## src/rtl/psk_edge_slicer.sv

```systemverilog
// ---------------------------------------------------------------------------
// psk_edge_slicer
//   Slices an unsigned PSK envelope into clean logic edges. A hysteresis
//   comparator produces cmp; its rising transitions are candidate edges.
//   A small IDLE/SEARCH/TRACK tracker accepts candidates, enforcing a
//   minimum spacing between accepted edges and detecting loss of track
//   when no edge arrives within TIMEOUT clocks.
//
// Ports
//   clk            in   system clock, all state on rising edge
//   rst            in   asynchronous active-high reset
//   enable         in   1 = operate, 0 = return to IDLE
//   mode           in   0 = toggle output per edge, 1 = one-cycle pulse
//   dat            in   unsigned envelope sample
//   out            out  HIGH_VOL or LOW_VOL
//   edge_pulse     out  one-cycle strobe per accepted edge
//   edge_interval  out  clocks between the last two accepted edges
//   interval_valid out  one-cycle strobe when edge_interval updates
//   locked         out  high after LOCK_EDGES consecutive accepted edges
//   timeout        out  one-cycle strobe on loss of track
//   state_dbg      out  current tracker state (0 IDLE, 1 SEARCH, 2 TRACK)
//
// Latency: the edge that first samples dat >= THR_HI sets cmp; the next
// edge registers the candidate; the edge after that accepts it, so
// edge_pulse rises two clocks after the triggering sample.
// ---------------------------------------------------------------------------
module psk_edge_slicer #(
  parameter int                   INPUT_WIDTH = 14,
  parameter int                   OUT_WIDTH   = 14,
  parameter logic [OUT_WIDTH-1:0] HIGH_VOL    = 14'd500,
  parameter logic [OUT_WIDTH-1:0] LOW_VOL     = 14'd0,
  parameter int                   THR_HI      = 1000,
  parameter int                   THR_LO      = 600,
  parameter int                   MIN_DL_TIME = 100,
  parameter int                   TIMEOUT     = 18000,
  parameter int                   LOCK_EDGES  = 4,
  parameter int                   CNT_WIDTH   = 32
) (
  input  logic                   clk,
  input  logic                   rst,
  input  logic                   enable,
  input  logic                   mode,
  input  logic [INPUT_WIDTH-1:0] dat,
  output logic [OUT_WIDTH-1:0]   out,
  output logic                   edge_pulse,
  output logic [CNT_WIDTH-1:0]   edge_interval,
  output logic                   interval_valid,
  output logic                   locked,
  output logic                   timeout,
  output logic [1:0]             state_dbg
);

  localparam int RUN_W = $clog2(LOCK_EDGES + 1);

  localparam logic [INPUT_WIDTH-1:0] THR_HI_C  = INPUT_WIDTH'(THR_HI);
  localparam logic [INPUT_WIDTH-1:0] THR_LO_C  = INPUT_WIDTH'(THR_LO);
  localparam logic [CNT_WIDTH-1:0]   MIN_DL_C  = CNT_WIDTH'(MIN_DL_TIME);
  localparam logic [CNT_WIDTH-1:0]   TIMEOUT_C = CNT_WIDTH'(TIMEOUT);
  localparam logic [CNT_WIDTH-1:0]   ONE_C     = CNT_WIDTH'(1);
  localparam logic [RUN_W-1:0]       LOCK_C    = RUN_W'(LOCK_EDGES);

  typedef enum logic [1:0] {
    ST_IDLE   = 2'd0,
    ST_SEARCH = 2'd1,
    ST_TRACK  = 2'd2
  } state_t;

  state_t state_q, state_d;

  logic                   cmp_q, cmp_d;
  logic                   cmp_prev_q, cmp_prev_d;
  logic                   cand_q, cand_d;
  logic                   vol_q, vol_d;
  logic [CNT_WIDTH-1:0]   cnt_q, cnt_d;
  logic [RUN_W-1:0]       run_q, run_d;
  logic [OUT_WIDTH-1:0]   out_q, out_d;
  logic                   edge_pulse_q, edge_pulse_d;
  logic [CNT_WIDTH-1:0]   interval_q, interval_d;
  logic                   iv_q, iv_d;
  logic                   locked_q, locked_d;
  logic                   timeout_q, timeout_d;

  logic accept;
  logic tmo_fire;

  // Comparator and candidate pipeline run regardless of enable.
  always_comb begin
    cmp_d = cmp_q;
    if (dat >= THR_HI_C) begin
      cmp_d = 1'b1;
    end else if (dat <= THR_LO_C) begin
      cmp_d = 1'b0;
    end
    cmp_prev_d = cmp_q;
    cand_d     = cmp_q & ~cmp_prev_q;
  end

  // Edge acceptance; an accepted edge always pre-empts a timeout.
  always_comb begin
    accept   = 1'b0;
    tmo_fire = 1'b0;
    if (enable && cand_q) begin
      if (state_q == ST_SEARCH) begin
        accept = 1'b1;
      end else if (state_q == ST_TRACK && cnt_q >= MIN_DL_C) begin
        accept = 1'b1;
      end
    end
    if (enable && state_q == ST_TRACK && !accept && cnt_q == TIMEOUT_C) begin
      tmo_fire = 1'b1;
    end
  end

  // State register
  always_ff @(posedge clk or posedge rst) begin
    if (rst) begin
      state_q <= ST_IDLE;
    end else begin
      state_q <= state_d;
    end
  end

  // Next-state logic
  always_comb begin
    state_d = state_q;
    if (!enable) begin
      state_d = ST_IDLE;
    end else begin
      case (state_q)
        ST_IDLE:   state_d = ST_SEARCH;
        ST_SEARCH: if (accept) state_d = ST_TRACK;
        ST_TRACK:  if (tmo_fire) state_d = ST_SEARCH;
        default:   state_d = ST_IDLE;
      endcase
    end
  end

  // Output / datapath next values
  always_comb begin
    cnt_d        = cnt_q;
    run_d        = run_q;
    vol_d        = vol_q ^ accept;
    interval_d   = interval_q;
    iv_d         = 1'b0;
    edge_pulse_d = accept;
    timeout_d    = tmo_fire;

    if (!enable || state_q == ST_IDLE) begin
      cnt_d = '0;
    end else if (accept) begin
      cnt_d = ONE_C;
    end else if (cnt_q < TIMEOUT_C) begin
      cnt_d = cnt_q + ONE_C;
    end

    if (!enable || state_q == ST_IDLE || tmo_fire) begin
      run_d = '0;
    end else if (accept && run_q < LOCK_C) begin
      run_d = run_q + RUN_W'(1);
    end

    // The first edge out of SEARCH has no predecessor to measure from.
    if (accept && state_q == ST_TRACK) begin
      interval_d = cnt_q;
      iv_d       = 1'b1;
    end

    locked_d = (run_d == LOCK_C);

    if (mode) begin
      out_d = accept ? HIGH_VOL : LOW_VOL;
    end else begin
      out_d = vol_d ? HIGH_VOL : LOW_VOL;
    end
  end

  always_ff @(posedge clk or posedge rst) begin
    if (rst) begin
      cmp_q        <= 1'b0;
      cmp_prev_q   <= 1'b0;
      cand_q       <= 1'b0;
      vol_q        <= 1'b0;
      cnt_q        <= '0;
      run_q        <= '0;
      out_q        <= LOW_VOL;
      edge_pulse_q <= 1'b0;
      interval_q   <= '0;
      iv_q         <= 1'b0;
      locked_q     <= 1'b0;
      timeout_q    <= 1'b0;
    end else begin
      cmp_q        <= cmp_d;
      cmp_prev_q   <= cmp_prev_d;
      cand_q       <= cand_d;
      vol_q        <= vol_d;
      cnt_q        <= cnt_d;
      run_q        <= run_d;
      out_q        <= out_d;
      edge_pulse_q <= edge_pulse_d;
      interval_q   <= interval_d;
      iv_q         <= iv_d;
      locked_q     <= locked_d;
      timeout_q    <= timeout_d;
    end
  end

  assign out            = out_q;
  assign edge_pulse     = edge_pulse_q;
  assign edge_interval  = interval_q;
  assign interval_valid = iv_q;
  assign locked         = locked_q;
  assign timeout        = timeout_q;
  assign state_dbg      = state_q;

endmodule

```

## config.mk

```make
export PLATFORM = sky130hd
export DESIGN_NAME = psk_edge_slicer
export DESIGN_NICKNAME = d
export VERILOG_FILES = /design/src/rtl/psk_edge_slicer.sv
export SDC_FILE = /design/constraint.sdc
export NUM_CORES = 1
export LEC_CHECK = 0
export BUFFER_PORTS_ARGS = -buffer_cell sky130_fd_sc_hd__buf_4
export CAP_MARGIN = 20
export CELL_PAD_IN_SITES_DETAIL_PLACEMENT = 0
export CELL_PAD_IN_SITES_GLOBAL_PLACEMENT = 1
export CORE_MARGIN = 2
export CORE_UTILIZATION = 28
export DETAILED_ROUTE_END_ITERATION = 12
export MAX_ROUTING_LAYER = met4
export PLACE_DENSITY_LB_ADDON = 0.1
export SYNTH_ARGS = -nofsm -noshare
export SYNTH_HDL_FRONTEND = slang
export SYNTH_SLANG_ARGS = --single-unit
```

## constraint.sdc

```tcl
create_clock -name clk -period 6.62 [get_ports clk]
set_input_delay 0.662 -clock clk [delete_from_list [all_inputs] [get_ports clk]]
set_output_delay 0.662 -clock clk [all_outputs]
set_load 0.01 [all_outputs]
```

Yosys cells after proc, flatten, opt, wreduce, memory -nomap -nowiden
Cells that the tools add are included.

storage, ports and cells
  logic and storage cells = 63
  bits in registers = 91
  input bits = 18
  output and inout port bits = 52

operators by class
  reductions and logical operators = 15
  magnitude comparators = 5
  multiplexer cells = 19
  bitwise operators = 3
  equality and inequality tests = 6
  add/subtract/negate cells = 2

operators by type and width
  operator                 number
  $mux W32                 3
  $add A32 B1 Y32 const B  1
  $eq A32 B15 Y1 const B   1
  $ge A32 B7 Y1 const B    1
  $lt A32 B15 Y1 const B   1
  $mux W9                  3
  $ge A14 B10 Y1 const B   1
  $le A14 B10 Y1 const B   1
  $logic_and A1 B1 Y1      7
  $mux W1                  7
  $mux W2                  3
  $mux W3                  2
  $ne A3 B3 Y1 const B     2
  $pmux W2 S3              1
  $add A3 B1 Y3 const B    1
  $eq A3 B3 Y1 const B     1
  $lt A3 B3 Y1 const B     1
  $reduce_bool A3 Y1       1
  $eq A2 B1 Y1 const B     1
  $eq A2 B2 Y1 const B     1
  $logic_not A1 Y1         2
  $logic_not A2 Y1         1
  $logic_or A1 B1 Y1       2
  $reduce_and A2 Y1        1
  4 further kinds          4

Longest topological paths before layout
  depth after elaboration = 12
  gate-level depth with buffers = 7
  gate-level depth less buffers = 7

Worst setup path after synthesis
No wires, ideal clock.

  kind = flip-flop to flip-flop
  start point = register cnt_q[19]
  end point = register cnt_q[7]
  path slack = 4.611 ns
  required time = 6.486 ns
  arrival time = 1.875 ns
  stages on the path, launching flop included = 7
  path buffers = 1
  period minus slack after synthesis = 2.009 ns
  setup time = 0.134 ns
  cell sequence = dfrtp_1 nor4_1 nand4_1 a2111o_1 buf_2 o41ai_1 a21oi_1

on the way
  word-level cells in the longest chain between the ends = 7
  elaborated cells between the ends (all ways) = 9
  classes of those cells = order compare (2); mux (5); reduce/logical (2)

ends and longest elaborated chain
  element                   RTL line  source
  start: declaration        74        logic [CNT_WIDTH-1:0] cnt_q, cnt_d;
  start signal: assignment  196       cnt_q <= cnt_d;
  $ge A32 B7 Y1             105       end else if (state_q == ST_TRACK && cnt_q >= MIN_DL_C) begin
  $logic_and A1 B1 Y1       105
  $mux W1                   105
  $mux W1                   103       if (state_q == ST_SEARCH) begin
  $mux W1                   102       if (enable && cand_q) begin
  $mux W32                  150       end else if (accept) begin
  $mux W32                  148       if (!enable || state_q == ST_IDLE) begin

Parallel ways exist; a longest one is shown, timed or not.
A chain may end at the register's enable or synchronous reset.

Worst setup path in the final report
  start point = register cnt_q[24]
  end point = register interval_q[15], in the netlist edge_interval[15]

on the way
  word-level cells in the longest chain between the ends = 6

ends and longest elaborated chain
  element                 RTL line  source
  $ge A32 B7 Y1           105
  $logic_and A1 B1 Y1     105
  $mux W1                 105
  $mux W1                 103
  $mux W1                 102
  $logic_and A1 B1 Y1     163       if (accept && state_q == ST_TRACK) begin
  end signal: assignment  200       interval_q <= interval_d;
  end: declaration        78        logic [CNT_WIDTH-1:0] interval_q, interval_d;

Every way passes these cells.

==> results.md <==
* Post-synth EDFFs at 0
* RSZ-0062 raised after global routing: no
* Die height at around 120 µm
* NumNets Final at between 300 and 400
* Gate power share at 0.048
* Max frequency at about 350 MHz
* Hold Crit Class: in -> async
* DRC Markers at 0
* Final hold violations at 0
* Setup CP Type: reg -> reg
* Post-synthesis async set-or-reset flop share at 1.000
* Total gr overflow at 0
* GRT Util Overall at 0.1340
* YS warnings at 0
* Share of post-route cells with drive strength above 1 at 0.3035
* CTS Root Cell: clkbuf_16
* Worst EP arrival at 3.12 ns
* Final Max Tran Viols at 0
* H-tree depth at 3
* Commonest non-fill, non-tap cell in the layout: dfrtp_1
* Starting Density at 0.2877
* First-pass GRT wire length at 13190 µm
* Clock Latency Late Sink at 0.35 ns
* Worst Setup Slack post-DPL at 3.652 ns
* Reg2reg start: cnt_q[24]
* Clock power share at 0.521
* Fin Clk Skew at between 0.009 and 0.01 ns
* Synth cell types at 47
* Pin count of the biggest net entering global routing at 79
* Worst-path clk slew at 0.06 ns
* Reg2reg end: edge_interval[15]
* Bufs on Longest Clock Path at 2
* Max-slew headroom at the worst pin at 0.4832
* # hold bufs at CTS at 0
* Post-Syn Area at 3470 µm²
* Top_reg_cell synth: dfrtp_1
* IO Port Bufs at 61
* Sequential group share of total power at 0.431
* Routed Antenna Nets at 0
* Die W at 115.3 µm
* Worst-Margin Slew at roughly 0.78 ns
* PwrDens at roughly 260 nW/µm²
* CP Max Fanout at 25
* Final GP Congestion at just over 0.7
* Setup_tns at 0 ns
* # diodes at 0
* Switching part of the total at 0.2148
* Fin crit period at roughly 2.9 ns
* Vias post-DR at about 2500
* DR vias/cell at 4.624
* Outcome: finished, final reports clean
* Num Clock Sinks at 78
* Max rail drop VDD at 156.5 µV
* Cells after Synth at about 310
* Mean routed wirelength per cell at about 14 µm
* Core Region at around 12000 µm²
* DR pass1 iterations at 4
* Final period util at 0.4363
* Final setup vio count at 0
* Avg Synthesized Cell Area at 11.30 µm²
* Post-cts sizing count at 0
* 1st-iter DRT viols at 97
* Number of I/O pins at 70
* Hpwl dp at 5202 µm
* Crit end category: register
* Design Area, Final at 4424 µm²
* Yosys reg bits at 78
* CTS tree: done
* Internal power at 0.8877 mW
* Initial antenna violation count at 0
* CTS buffer count at 9
* Detailed Route WL at 7786 µm
* Setup crit start kind: register
* Flop-to-flop setup slack at 3.73 ns
* Psw at approximately 0.24 mW
* Leakage at between 2 and 2.5 nW
* Die area at 13300 µm²
* Sequential element share of the synthesized area at 0.5626
* Max Cap Viol at 0
* Setup Fix Bufs, Post-CTS at 0
* Post-DP Area at between 4000 and 5000 µm²
* Required @ worst endpoint at 6.85 ns
* Most frequent cells in the layout: dfrtp_1, buf_4, mux2_2, nand2_1, and2_1
* Area Growth Syn to Fin at 27.52%
* R2r worst-path depth at 5
* Std-Cell Rows at 40
* Vias in the first global route at 2486
* Setup slack after layout at 3.731 ns
==> how the worst max path moves through the flow <==
stage          startpoint                end  slack (ns)
3_3_place_gp    cnt_q[24]  edge_interval[29]        3.74
3_5_place_dp    cnt_q[24]  edge_interval[25]        3.65
5_1_grt         cnt_q[24]  edge_interval[18]        3.48
4_1_cts         cnt_q[24]  edge_interval[15]        3.62
6_report        cnt_q[24]  edge_interval[15]        3.73
2_1_floorplan         rst             cand_q        3.96
==> metal layers <==
metal	wire length, µm	GRT usage	part of all wire
met5	0	-	0
met2	3696	0.1957	0.47
met1	3637	0.1741	0.47
met3	323	0.04481	0.041
met4	128	0.04659	0.016
==> state kept, by name, summed over array words and instances, names as in the netlist, 2 cells and up <==
signal	flops
cnt_q	32
edge_interval	32
run_q	3
state_dbg	2
==> power by group through the flow <==
stage / Sequential [mW] / Combinational [mW] / Clock [mW]
global route: 0.488 / 0.0611 / 0.624
finish: 0.487 / 0.0543 / 0.589
global placement: 0.496 / 0.0540 / 0
detailed placement: 0.496 / 0.0538 / 0
floorplan: 0.496 / 0.0377 / 0
CTS: 0.487 / 0.0540 / 0.606
==> kinds of logic after synthesis <==
| kind of cell | synth area share |
|---|---|
| AOI/OAI and AO/OA | 0.1078 |
| xor gates and xnor gates | 0.007574 |
| adders and majority gates | 0.01082 |
| buffers and inverters | 0.05878 |
| DFF | 0.5626 |
| muxes | 0.09052 |
| other | 0.001081 |
| and+or+nand+nor | 0.1608 |
==> through the flow <==
stage / power, mW / hold slack, ns / utilization / instances
2_1_floorplan: 0.5334 / 0.3777 / - / 314
3_3_place_gp: 0.5496 / 0.4283 / 0.3352 / 520
3_5_place_dp: 0.5499 / 0.4154 / 0.3352 / 520
4_1_cts: 1.147 / 0.4220 / 0.3645 / 536
5_1_grt: 1.173 / 0.4252 / 0.3668 / 537
6_report: 1.131 / 0.3940 / 0.3668 / 537
==> area by class of cell <==
class | instances | area, µm²
fill | 1199 | 7637
sequential | 78 | 1952
multi-input combinational | 197 | 1354
timing repair buffer | 64 | 500.5
clock buffer | 10 | 239.0
tap | 168 | 210.2
clock inverter | 6 | 115.1
inverter | 14 | 53.80
==> synthesized netlist by cell type, drive strengths merged (2+ instances only) <==
cell type  instances  area, µm²
o21a               3      22.52
nor3               9      45.04
nand2             19      71.32
mux2              27      304.0
or4b               2      20.02
nor2b              2      12.51
ha                 3      37.54
and3               2      12.51
inv               14      52.55
nor4               9      56.30
o21ai             16      80.08
clkbuf             5      18.77
and2              18      112.6
or3                7      48.80
a221oi             2      35.04
xnor2              2      17.52
nand3              8      40.04
nand4              2      12.51
or4                6      45.04
nand4b             3      26.28
a211oi             2      15.01
dfrtp             78       1952
buf               20      132.6
nor2               9      33.78
o31ai              7      52.55
a21oi             15      75.07
==> critical path, stage by stage, from the launching register on <==
cell	delay [ns]
dfrtp_1	0.40
nor4_1	0.40
nand4_1	0.39
o31ai_4	0.73
buf_4	0.46
mux2_2	0.38
No activity file was read; power rests on OpenSTA's default activity.
